[config.mk]
export PLATFORM = sky130hd
export DESIGN_NAME = coherence_bus_ctrl_flat
export DESIGN_NICKNAME = d
export VERILOG_FILES = /design/src/rtl/coherence_bus_ctrl_pkg.sv /design/src/rtl/coherence_bus_ctrl_if.sv /design/src/rtl/coherence_bus_ctrl_rr_arbiter.sv /design/src/rtl/coherence_bus_ctrl.sv /design/src/flat_wrapper.sv
export SDC_FILE = /design/constraint.sdc
export NUM_CORES = 1
export LEC_CHECK = 0
export ABC_CLOCK_PERIOD_IN_PS = 6200
export CAP_MARGIN = 20
export CORE_AREA = 10 10 189 191
export CTS_BUF_LIST = sky130_fd_sc_hd__clkbuf_4 sky130_fd_sc_hd__clkbuf_8
export DETAILED_ROUTE_END_ITERATION = 16
export DIE_AREA = 0 0 199 201
export GPL_ROUTABILITY_DRIVEN = 1
export PLACE_DENSITY_LB_ADDON = 0.1
export SLEW_MARGIN = 20
export SYNTH_ARGS = -nofsm -noshare
export SYNTH_HDL_FRONTEND = slang
export SYNTH_HIERARCHICAL = 1
export SYNTH_SLANG_ARGS = --single-unit
[constraint.sdc]
create_clock -name CLK -period 6.2 [get_ports CLK]
set_input_delay 1.86 -clock CLK [delete_from_list [all_inputs] [get_ports CLK]]
set_output_delay 1.86 -clock CLK [all_outputs]
set_load 0.1 [all_outputs]
[src/rtl/coherence_bus_ctrl_pkg.sv]
// Shared CPU/cache types and controller-local state for the two-CPU coherence controller.
package coherence_bus_ctrl_pkg;
  localparam int CPUS     = 2;
  localparam int BLKWORDS = 2;

  typedef logic [31:0] word_t;

  typedef enum logic [1:0] {FREE, BUSY, ACCESS, ERROR} ramstate_t;

  typedef struct packed {
    logic [25:0] tag;
    logic [2:0]  idx;
    logic        blkoff;
    logic [1:0]  bytoff;
  } dcachef_t;

  typedef logic [$clog2(BLKWORDS)-1:0] widx_t;
  localparam widx_t WIDX_LAST = widx_t'(BLKWORDS - 1);

  typedef enum logic [2:0] {
    IDLE, SNOOP, C2C0, C2C1, RAMRD, RAMWR, INVDONE, IFETCH
  } cbc_state_t;
endpackage

[src/rtl/coherence_bus_ctrl_if.sv]
// Cache-pair and RAM signals of the coherence controller; master is the controller side.
interface coherence_bus_ctrl_if;
  import coherence_bus_ctrl_pkg::*;

  logic [CPUS-1:0]  iREN, iwait;
  word_t [CPUS-1:0] iaddr, iload;
  logic [CPUS-1:0]  dREN, dWEN, dwait;
  word_t [CPUS-1:0] daddr, dstore, dload;
  logic [CPUS-1:0]  cctrans, ccwrite, ccwait, ccinv;
  word_t [CPUS-1:0] ccsnoopaddr;
  logic             ramREN, ramWEN;
  word_t            ramaddr, ramstore, ramload;
  ramstate_t        ramstate;

  modport master (
    input  iREN, iaddr, dREN, dWEN, daddr, dstore, cctrans, ccwrite, ramload, ramstate,
    output iwait, iload, dwait, dload, ccwait, ccinv, ccsnoopaddr,
           ramREN, ramWEN, ramaddr, ramstore
  );

  modport slave (
    output iREN, iaddr, dREN, dWEN, daddr, dstore, cctrans, ccwrite, ramload, ramstate,
    input  iwait, iload, dwait, dload, ccwait, ccinv, ccsnoopaddr,
           ramREN, ramWEN, ramaddr, ramstore
  );
endinterface

[src/rtl/coherence_bus_ctrl_rr_arbiter.sv]
// Two-way round-robin arbiter: ptr names the CPU that wins a tie; it moves to the
// other CPU when the granted transaction completes.
module coherence_bus_ctrl_rr_arbiter (
  input  logic       CLK,
  input  logic       nRST,
  input  logic [1:0] req,
  input  logic       update,
  input  logic       done_idx,
  output logic       gnt_idx
);
  logic ptr;

  always_ff @(posedge CLK or negedge nRST) begin
    if (!nRST) begin
      ptr <= 1'b0;
    end else if (update) begin
      ptr <= ~done_idx;
    end
  end

  always_comb begin
    gnt_idx = ptr;
    if (req == 2'b01) begin
      gnt_idx = 1'b0;
    end else if (req == 2'b10) begin
      gnt_idx = 1'b1;
    end
  end
endmodule

[src/rtl/coherence_bus_ctrl.sv]
// Two-CPU memory/coherence controller: arbitrates fetch, data, writeback and snoop
// traffic onto a single-ported RAM, one transaction at a time.
module coherence_bus_ctrl
  import coherence_bus_ctrl_pkg::*;
(
  input logic                  CLK,
  input logic                  nRST,
  coherence_bus_ctrl_if.master bus
);
  cbc_state_t      state;
  logic            gnt;
  logic            oth;
  widx_t           widx;
  logic [CPUS-1:0] dreq, req_v;
  logic            arb_idx, ram_done, snoop_dirty, alive, to_idle;
  word_t           blk_addr;

  assign oth         = ~gnt;
  assign dreq        = bus.dREN | bus.dWEN | bus.cctrans;
  assign req_v       = (|dreq) ? dreq : bus.iREN;
  assign ram_done    = (bus.ramstate == ACCESS);
  assign snoop_dirty = bus.cctrans[oth] & bus.ccwrite[oth];

  coherence_bus_ctrl_rr_arbiter u_arb (
    .CLK      (CLK),
    .nRST     (nRST),
    .req      (req_v),
    .update   (to_idle),
    .done_idx (gnt),
    .gnt_idx  (arb_idx)
  );

  // Block-word address: the controller, not the cache, owns the word index.
  always_comb begin
    blk_addr = bus.daddr[gnt];
    case (state)
      C2C1:    blk_addr[2] = 1'b1;
      RAMRD:   blk_addr[2] = widx;
      default: blk_addr[2] = 1'b0;
    endcase
  end

  always_comb begin
    case (state)
      IDLE:    alive = 1'b1;
      IFETCH:  alive = bus.iREN[gnt];
      RAMWR:   alive = bus.dWEN[gnt];
      default: alive = bus.dREN[gnt] | bus.cctrans[gnt];
    endcase
    to_idle = 1'b0;
    if (state != IDLE) begin
      if (!alive) begin
        to_idle = 1'b1;
      end else begin
        case (state)
          C2C1, RAMWR, IFETCH: to_idle = ram_done;
          RAMRD:               to_idle = ram_done && (widx == WIDX_LAST);
          INVDONE:             to_idle = 1'b1;
          default:             to_idle = 1'b0;
        endcase
      end
    end
  end

  always_ff @(posedge CLK or negedge nRST) begin
    if (!nRST) begin
      state <= IDLE;
      gnt   <= 1'b0;
      widx  <= '0;
    end else if (to_idle) begin
      state <= IDLE;
    end else begin
      case (state)
        IDLE: begin
          if (|req_v) begin
            gnt  <= arb_idx;
            widx <= '0;
            if (|dreq) begin
              state <= (bus.dWEN[arb_idx] & ~bus.cctrans[arb_idx]) ? RAMWR : SNOOP;
            end else begin
              state <= IFETCH;
            end
          end
        end
        SNOOP: begin
          if (snoop_dirty)        state <= C2C0;
          else if (bus.dREN[gnt]) state <= RAMRD;
          else                    state <= INVDONE;
        end
        C2C0:    if (ram_done) state <= C2C1;
        RAMRD:   if (ram_done) widx <= widx + widx_t'(1);
        default: ;
      endcase
    end
  end

  always_comb begin
    bus.iwait       = '1;
    bus.dwait       = '1;
    bus.iload       = '0;
    bus.dload       = '0;
    bus.ccwait      = '0;
    bus.ccinv       = '0;
    bus.ccsnoopaddr = '0;
    bus.ramREN      = 1'b0;
    bus.ramWEN      = 1'b0;
    bus.ramaddr     = '0;
    bus.ramstore    = '0;
    if (state != IDLE && alive) begin
      // The snooped cache stays parked from the snoop until the block is finished.
      if (state inside {SNOOP, C2C0, C2C1, RAMRD, INVDONE}) begin
        bus.ccwait[oth]      = 1'b1;
        bus.ccsnoopaddr[oth] = bus.daddr[gnt];
        bus.ccinv[oth]       = bus.ccwrite[gnt];
      end
      case (state)
        C2C0, C2C1: begin
          bus.ramWEN     = 1'b1;
          bus.ramaddr    = blk_addr;
          bus.ramstore   = bus.dstore[oth];
          bus.dload[gnt] = bus.dstore[oth];
          if (ram_done) begin
            bus.dwait[gnt] = 1'b0;
            bus.dwait[oth] = 1'b0;
          end
        end
        RAMRD: begin
          bus.ramREN     = 1'b1;
          bus.ramaddr    = blk_addr;
          bus.dload[gnt] = bus.ramload;
          if (ram_done) bus.dwait[gnt] = 1'b0;
        end
        RAMWR: begin
          bus.ramWEN   = 1'b1;
          bus.ramaddr  = bus.daddr[gnt];
          bus.ramstore = bus.dstore[gnt];
          if (ram_done) bus.dwait[gnt] = 1'b0;
        end
        INVDONE: bus.dwait[gnt] = 1'b0;
        IFETCH: begin
          bus.ramREN  = 1'b1;
          bus.ramaddr = bus.iaddr[gnt];
          if (ram_done) begin
            bus.iwait[gnt] = 1'b0;
            bus.iload[gnt] = bus.ramload;
          end
        end
        default: ;
      endcase
    end
  end
endmodule

[src/flat_wrapper.sv]
// flat-port wrapper written by rule: the top's interface ports become plain ports
module coherence_bus_ctrl_flat import coherence_bus_ctrl_pkg::*;
  (CLK, nRST, bus_iREN, bus_iaddr, bus_dREN, bus_dWEN, bus_daddr, bus_dstore, bus_cctrans, bus_ccwrite, bus_ramload, bus_ramstate, bus_iwait, bus_iload, bus_dwait, bus_dload, bus_ccwait, bus_ccinv, bus_ccsnoopaddr, bus_ramREN, bus_ramWEN, bus_ramaddr, bus_ramstore);
  coherence_bus_ctrl_if bus_i ();
  input logic CLK;
  input logic nRST;
  input wire logic [$bits(bus_i.iREN)-1:0] bus_iREN;
  input wire logic [$bits(bus_i.iaddr)-1:0] bus_iaddr;
  input wire logic [$bits(bus_i.dREN)-1:0] bus_dREN;
  input wire logic [$bits(bus_i.dWEN)-1:0] bus_dWEN;
  input wire logic [$bits(bus_i.daddr)-1:0] bus_daddr;
  input wire logic [$bits(bus_i.dstore)-1:0] bus_dstore;
  input wire logic [$bits(bus_i.cctrans)-1:0] bus_cctrans;
  input wire logic [$bits(bus_i.ccwrite)-1:0] bus_ccwrite;
  input wire logic [$bits(bus_i.ramload)-1:0] bus_ramload;
  input wire logic [$bits(bus_i.ramstate)-1:0] bus_ramstate;
  output wire logic [$bits(bus_i.iwait)-1:0] bus_iwait;
  output wire logic [$bits(bus_i.iload)-1:0] bus_iload;
  output wire logic [$bits(bus_i.dwait)-1:0] bus_dwait;
  output wire logic [$bits(bus_i.dload)-1:0] bus_dload;
  output wire logic [$bits(bus_i.ccwait)-1:0] bus_ccwait;
  output wire logic [$bits(bus_i.ccinv)-1:0] bus_ccinv;
  output wire logic [$bits(bus_i.ccsnoopaddr)-1:0] bus_ccsnoopaddr;
  output wire logic [$bits(bus_i.ramREN)-1:0] bus_ramREN;
  output wire logic [$bits(bus_i.ramWEN)-1:0] bus_ramWEN;
  output wire logic [$bits(bus_i.ramaddr)-1:0] bus_ramaddr;
  output wire logic [$bits(bus_i.ramstore)-1:0] bus_ramstore;
  assign bus_i.iREN = bus_iREN;
  assign bus_i.iaddr = bus_iaddr;
  assign bus_i.dREN = bus_dREN;
  assign bus_i.dWEN = bus_dWEN;
  assign bus_i.daddr = bus_daddr;
  assign bus_i.dstore = bus_dstore;
  assign bus_i.cctrans = bus_cctrans;
  assign bus_i.ccwrite = bus_ccwrite;
  assign bus_i.ramload = bus_ramload;
  assign bus_i.ramstate = bus_ramstate;
  assign bus_iwait = bus_i.iwait;
  assign bus_iload = bus_i.iload;
  assign bus_dwait = bus_i.dwait;
  assign bus_dload = bus_i.dload;
  assign bus_ccwait = bus_i.ccwait;
  assign bus_ccinv = bus_i.ccinv;
  assign bus_ccsnoopaddr = bus_i.ccsnoopaddr;
  assign bus_ramREN = bus_i.ramREN;
  assign bus_ramWEN = bus_i.ramWEN;
  assign bus_ramaddr = bus_i.ramaddr;
  assign bus_ramstore = bus_i.ramstore;
  coherence_bus_ctrl u_core (.CLK(CLK), .nRST(nRST), .bus(bus_i));
endmodule
==> flow_summary.ini, run 1 <==
[finish]
final_cells = 1565
layout-drive-gt1-share_pct = 29.9
antennaDiodeCount = 0
area_delta_synth_final_pct = 180
finish.net_count = 1396

[pwr]
power_uw = 8110
vdd_drop_max_uv = 288
powerDensity_nw_per_um2 = 639
leakage_uw = 0.00491

[synth]
syn_area_per_cell_um2 = 6.41
seq_area_frac_synth_pct = 3.31
syn_area_um2 = 4530
syn_nets = 945
synth_edf_count = 0
synthTopCellsByCount = nor2_1, and2_1, a221oi_1, a22oi_1, clkbuf_1
synth_seq_cells = 6
synthCells = 707
yosysTopAreaCellShare_pct = 12.8
ys_warn_count = 6
synth_most_common_cell = nor2_1
async_reset_ff_share_pct = 100
synth_flop_cell = dfrtp_1
synth_largest_area_cell = a221oi_1
synthDistinctLibCells = 46
synth_area_leaders = a221oi_1, nor2_1, a22oi_1

[grt]
grt_start_max_net_pins = 71
grt-ovfl-total = 0
antenna_found_initial = 2
grt_pass1_vias = 7723
grt.total_usage_pct = 19.1
grt_pass1_wl_mm = 57.9

[route]
ant_nets = 0
drt-total-wl_mm = 40.9
drc = 0
wl_per_cell_um = 26.1
drtIter0Drc = 312
vias = 7497
dr.pass1.iters = 6
vias_per_cell = 4.79

[place]
io_buffer_count = 503
routabilityCongestion = 0.821
dp_slack_ps = 311
place_inst = 1561
place_hpwl_mm = 33.9

[setup_path]
worstSetupStartpointType = input pin
endpoint_kind = output pin
critPathMaxFanout = 31
required_ps = 4340
slowest_delay_ps = 440
path_common_cell = buf_4
slowest_stage = clkdlybuf4s50_1
crit_type = in2out
crit_chain = clkdlybuf4s50_1 -> nor3_1 -> nor2_1 -> buf_4 -> o221ai_4 -> buf_12 -> buf_4 -> nor3_1 -> buf_4 -> buf_12
reg2reg_slack_ps = 4010
cp.buffers_inverters = 6
cp_top_family = buffers and inverters
cp.arrival_ps = 4020

[cts]
postCtsHoldBufs = 0
cts_resized = 0
cts_tree = built
cts.clk_slew.worst_paths_ps = 40
clock_path_buffers = 2
clockRootBuffer = clkbuf_8
cts_setup_buffers = 0
worstSkewPairLatency_ps = 220
clock_sinks = 6
cts_made_buffers = 3
cts_htree_levels = 1

[sta]
relSlewSlack_pct = 48.6
rsz0062_at_grt = no
setup_viol = 0
slew_violations = 0
worst_pin_slew_ps = 771
fin_crit_sh_pct = 94.8
finalClockSkew_ps = 5.74
hold_viol = 0
post-route-min-period_ps = 5880
max_freq_mhz = 170
finalWorstSetupSlack_ps = 321

[floorplan]
die_area_um2 = 40000
die_w_um = 199
die_y_um = 201
num_rows = 66
initial_utilization_pct = 14.1
ios = 504
core_um2 = 32000

[outcome]
outcome = complete, no violations

[run]
drv_cap = 0

[hold_path]
hold_class = reg2reg
## kinds of logic (layout without fill, tap and decap cells)
group / after synthesis / count (layout) / share of synthesized area [%]
simple gates: 347 / 347 / 39.3
buf+inv: 97 / 547 / 10.3
flops: 6 / 6 / 3.31
mux: 36 / 36 / 7.98
fa+ha+maj: 1 / 1 / 0.248
compound gates: 220 / 220 / 38.8
## layout by cell type (no fill, tap or decap), types with 14 or more instances in the layout
master	instances
clkdlybuf4s50_1	237
o22a_1	31
a221oi_1	66
a22oi_1	64
and2_1	68
buf_12	270
and3_1	32
nor2_1	137
buf_4	28
nor3_1	14
nand2_1	48
mux2i_1	35
nor3_2	26
a21boi_0	31
## area by class of cell
| class | count | area (µm²) |
|---|---|---|
| clock buffer | 4 | 48.8 |
| fill | 3178 | 19300 |
| inverter | 8 | 31.3 |
| multi-input combinational | 604 | 3980 |
| sequential | 6 | 154 |
| tap | 408 | 510 |
| timing repair buffer | 535 | 7990 |
## worst min-delay path: stages, from the launching register on
cell     delay (ps)
dfrtp_1         380
inv_1            60
mux2i_1          60
## report_power, final
| part | internal, µW | switching, µW | total [µW] |
|---|---|---|---|
| Combinational | 2590 | 5290 | 7880 |
| Sequential | 59.9 | 112 | 172 |
| Clock | 48.6 | 17.0 | 65.6 |
| Total | 2700 | 5420 | 8110 |
## flip-flops by register name, summed over array words and instances (netlist names)
name	flops
u_core/gnt	1
u_core/state	3
u_core/u_arb/ptr	1
u_core/widx	1
## per-stage QoR
stage	hold slack, ps	utilization, %	instance area, µm²	setup TNS [ps]
after floorplan	471	-	4540	-3010
after global placement	520	39.5	12700	0
after detailed placement	530	39.5	12700	0
after CTS	541	39.7	12700	0
after global routing	550	39.7	12700	0
final	535	39.7	12700	0
## per-layer routing
| metal | global-route usage (%) | up-vias | share of wire, % | wire [µm] |
|---|---|---|---|---|
| li1 | - | 3537 | - | - |
| met1 | 20.7 | 3570 | 37 | 15100 |
| met2 | 35.7 | 370 | 52 | 21300 |
| met3 | 6.54 | 16 | 9.9 | 4050 |
| met4 | 1.66 | 4 | 0.82 | 335 |
| met5 | 0 | - | 0.066 | 27 |
## worst paths after layout
| kind | startpoint | to | cells after the start |
|---|---|---|---|
| setup / recovery | bus_dREN[0] | bus_ramstore[3] | 10 |
| max in group asynchronous | nRST | u_core/gnt$_DFFE_PN0P_ | 1 |
| hold / removal | u_core/u_arb/ptr$_DFFE_PN0P_ | u_core/u_arb/ptr$_DFFE_PN0P_ | 2 |
| setup reg to reg | u_core/gnt$_DFFE_PN0P_ | u_core/u_arb/ptr$_DFFE_PN0P_ | 5 |
| min in group asynchronous | nRST | u_core/u_arb/ptr$_DFFE_PN0P_ | 1 |
| hold reg to reg | u_core/u_arb/ptr$_DFFE_PN0P_ | u_core/u_arb/ptr$_DFFE_PN0P_ | 2 |
Note: power is estimated with default switching activity, not from simulation.
==> run 2: changes to the inputs <==
--- a/config.mk
+++ b/config.mk
@@ -8,8 +8,8 @@
 export ABC_CLOCK_PERIOD_IN_PS = 6200
 export CAP_MARGIN = 20
-export CORE_AREA = 10 10 189 191
-export CTS_BUF_LIST = sky130_fd_sc_hd__clkbuf_4 sky130_fd_sc_hd__clkbuf_8
+export CORE_AREA = 10 10 187 189
+export CTS_BUF_LIST = sky130_fd_sc_hd__clkbuf_4
 export DETAILED_ROUTE_END_ITERATION = 16
-export DIE_AREA = 0 0 199 201
+export DIE_AREA = 0 0 197 199
 export GPL_ROUTABILITY_DRIVEN = 1
 export PLACE_DENSITY_LB_ADDON = 0.1
@@ -17,4 +17,3 @@
 export SYNTH_ARGS = -nofsm -noshare
 export SYNTH_HDL_FRONTEND = slang
-export SYNTH_HIERARCHICAL = 1
 export SYNTH_SLANG_ARGS = --single-unit
==> constraint.sdc (replaced) <==
create_clock -name CLK -period 6.2 [get_ports CLK]
set_input_delay 1.24 -clock CLK [delete_from_list [all_inputs] [get_ports CLK]]
set_output_delay 1.24 -clock CLK [all_outputs]
set_load 0.1 [all_outputs]
==> flow_summary.ini, run 2 <==
[outcome]
outcome = complete, no violations

[place]
place_hpwl_mm = 29.9
place_inst = 1479
placedInstanceArea_um2 = 9020
io_buffer_count = 503
routabilityCongestion = 0.739

[finish]
layout-drive-gt1-share_pct = 27.9
fill_cells = 3459
area_delta_synth_final_pct = 111
post-route-util_pct = 29.0
finish.net_count = 1320
top_register = u_core.state
largest_reg_flops = 3
design_area_um2 = 9050
final_common_cell = buf_4
final_cells = 1484
final_cell_mix = buf_4, clkdlybuf4s50_1, and2_1

[sta]
max_freq_mhz = 202
relSlewSlack_pct = 36.2
post-route-min-period_ps = 4950
fin_crit_sh_pct = 79.9
slew_violations = 0
finalClockSkew_ps = 11.8
rsz0062_at_grt = no
worst_pin_slew_ps = 955
hold_viol = 0
setup_tns_ps = 0
setup_viol = 0

[route]
drc = 0
vias_per_cell = 4.73
drt-total-wl_mm = 36.5
drtIter0Drc = 331
vias = 7014
ant_nets = 0
dr.pass1.iters = 5
wl_per_cell_um = 24.6

[floorplan]
initial_utilization_pct = 13.7
die_area_um2 = 39200
core_um2 = 31200
ios = 504
die_w_um = 197
num_rows = 65
die_y_um = 199

[synth]
seq_area_frac_synth_pct = 3.51
synthDistinctLibCells = 50
synth_edf_count = 0
synth_flop_cell = dfrtp_1
syn_area_um2 = 4280
ys_warn_count = 0
syn_area_per_cell_um2 = 6.72
synth_largest_area_cell = and2_1
async_reset_ff_share_pct = 100
synthCells = 637
synth_seq_cells = 6
syn_nets = 875
synthTopCellsByCount = and2_1, nor2_1, mux2i_1, a22oi_1, a221oi_1
yosysTopAreaCellShare_pct = 19.4
synth_most_common_cell = and2_1
synth_area_leaders = and2_1, mux2i_1, a221oi_1

[setup_path]
cp.arrival_ps = 3710
required_ps = 4960
endpoint_kind = output pin
critPathMaxFanout = 70
worstSetupStartpointType = input pin
crit_type = in2out

[run]
drv_cap = 0

[cts]
cts_made_buffers = 3
postCtsHoldBufs = 0
cts_resized = 0
worstSkewPairLatency_ps = 250
cts_htree_levels = 1
clock_sinks = 6
clockRootBuffer = clkbuf_4
cts_tree = built
cts.clk_slew.worst_paths_ps = 40
clock_path_buffers = 2
cts_setup_buffers = 0

[grt]
grt-ovfl-total = 0
grt.total_usage_pct = 17.1
grt_pass1_wl_mm = 51.4
grt_pass1_vias = 7343
antenna_found_initial = 3
grt_start_max_net_pins = 96

[hold_path]
hold_class = reg2reg
## run 2: per-stage QoR
step           hold WS (ps)  setup WS (ps)
2_1_floorplan           507            955
3_3_place_gp            548           1240
3_5_place_dp            556           1220
4_1_cts                 564           1220
5_1_grt                 597           1120
6_report                562           1250
## run 2: cell type report
class / instances / area (µm²) / share of cell area [%]
multi-input cells: 547 / 3830 / 42.4
well taps: 402 / 503 / 5.56
diodes: 1 / 2.50 / 0.0277
inverters: 7 / 26.3 / 0.290
repair buffers: 517 / 4500 / 49.7
flip-flops and latches: 6 / 154 / 1.70
clock buffers: 4 / 30.0 / 0.332
## run 2: cell families (layout without fill, tap and decap cells)
family                    count (synthesis)  after routing  share of synthesized area [%]
AOI/OAI and AO/OA                       191            191                           33.7
xor gates and xnor gates                  1              1                          0.205
buffers and inverters                    84            528                           8.65
DFF                                       6              6                           3.51
muxes                                    69             69                           16.5
other                                     0              1                              0
and+or+nand+nor                         286            286                           37.4
## run 2: worst max-delay path, cell delays in order
cell             delay [ps]
clkdlybuf4s50_1         570
nor3b_1                 120
nor3_1                  560
o21ai_4                 130
buf_12                  210
nor3_1                  430
buf_4                   380
## run 2: path summary, 6_finish.rpt
| check | startpoint | cells past startpoint | end | slack [ps] |
|---|---|---|---|---|
| max | bus_cctrans[1] | 7 | bus_ramstore[8] | 1250 |
| min | u_core.widx$_DFFE_PN0P_ | 2 | u_core.widx$_DFFE_PN0P_ | 560 |
| max reg2reg | u_core.gnt$_DFFE_PN0P_ | 5 | u_core.state[1]$_DFFE_PN0P_ | 3460 |
| min reg2reg | u_core.widx$_DFFE_PN0P_ | 2 | u_core.widx$_DFFE_PN0P_ | 560 |
| max in group asynchronous | nRST | 1 | u_core.gnt$_DFFE_PN0P_ | 4730 |
| min in group asynchronous | nRST | 1 | u_core.u_arb.ptr$_DFFE_PN0N_ | 1220 |
## run 2: routing by layer
layer	vias up	wire length [µm]	global-route usage [%]	part of all wire (%)
li1	3327	-	-	-
met1	3291	13000	17.7	36
met2	371	19200	32.7	53
met3	21	3970	6.54	11
met4	4	333	1.94	0.91
met5	-	26	0	0.071
Power of run 2 is not shown: default switching activity piles up to over one toggle a cycle in this logic, so the estimate is an artifact.
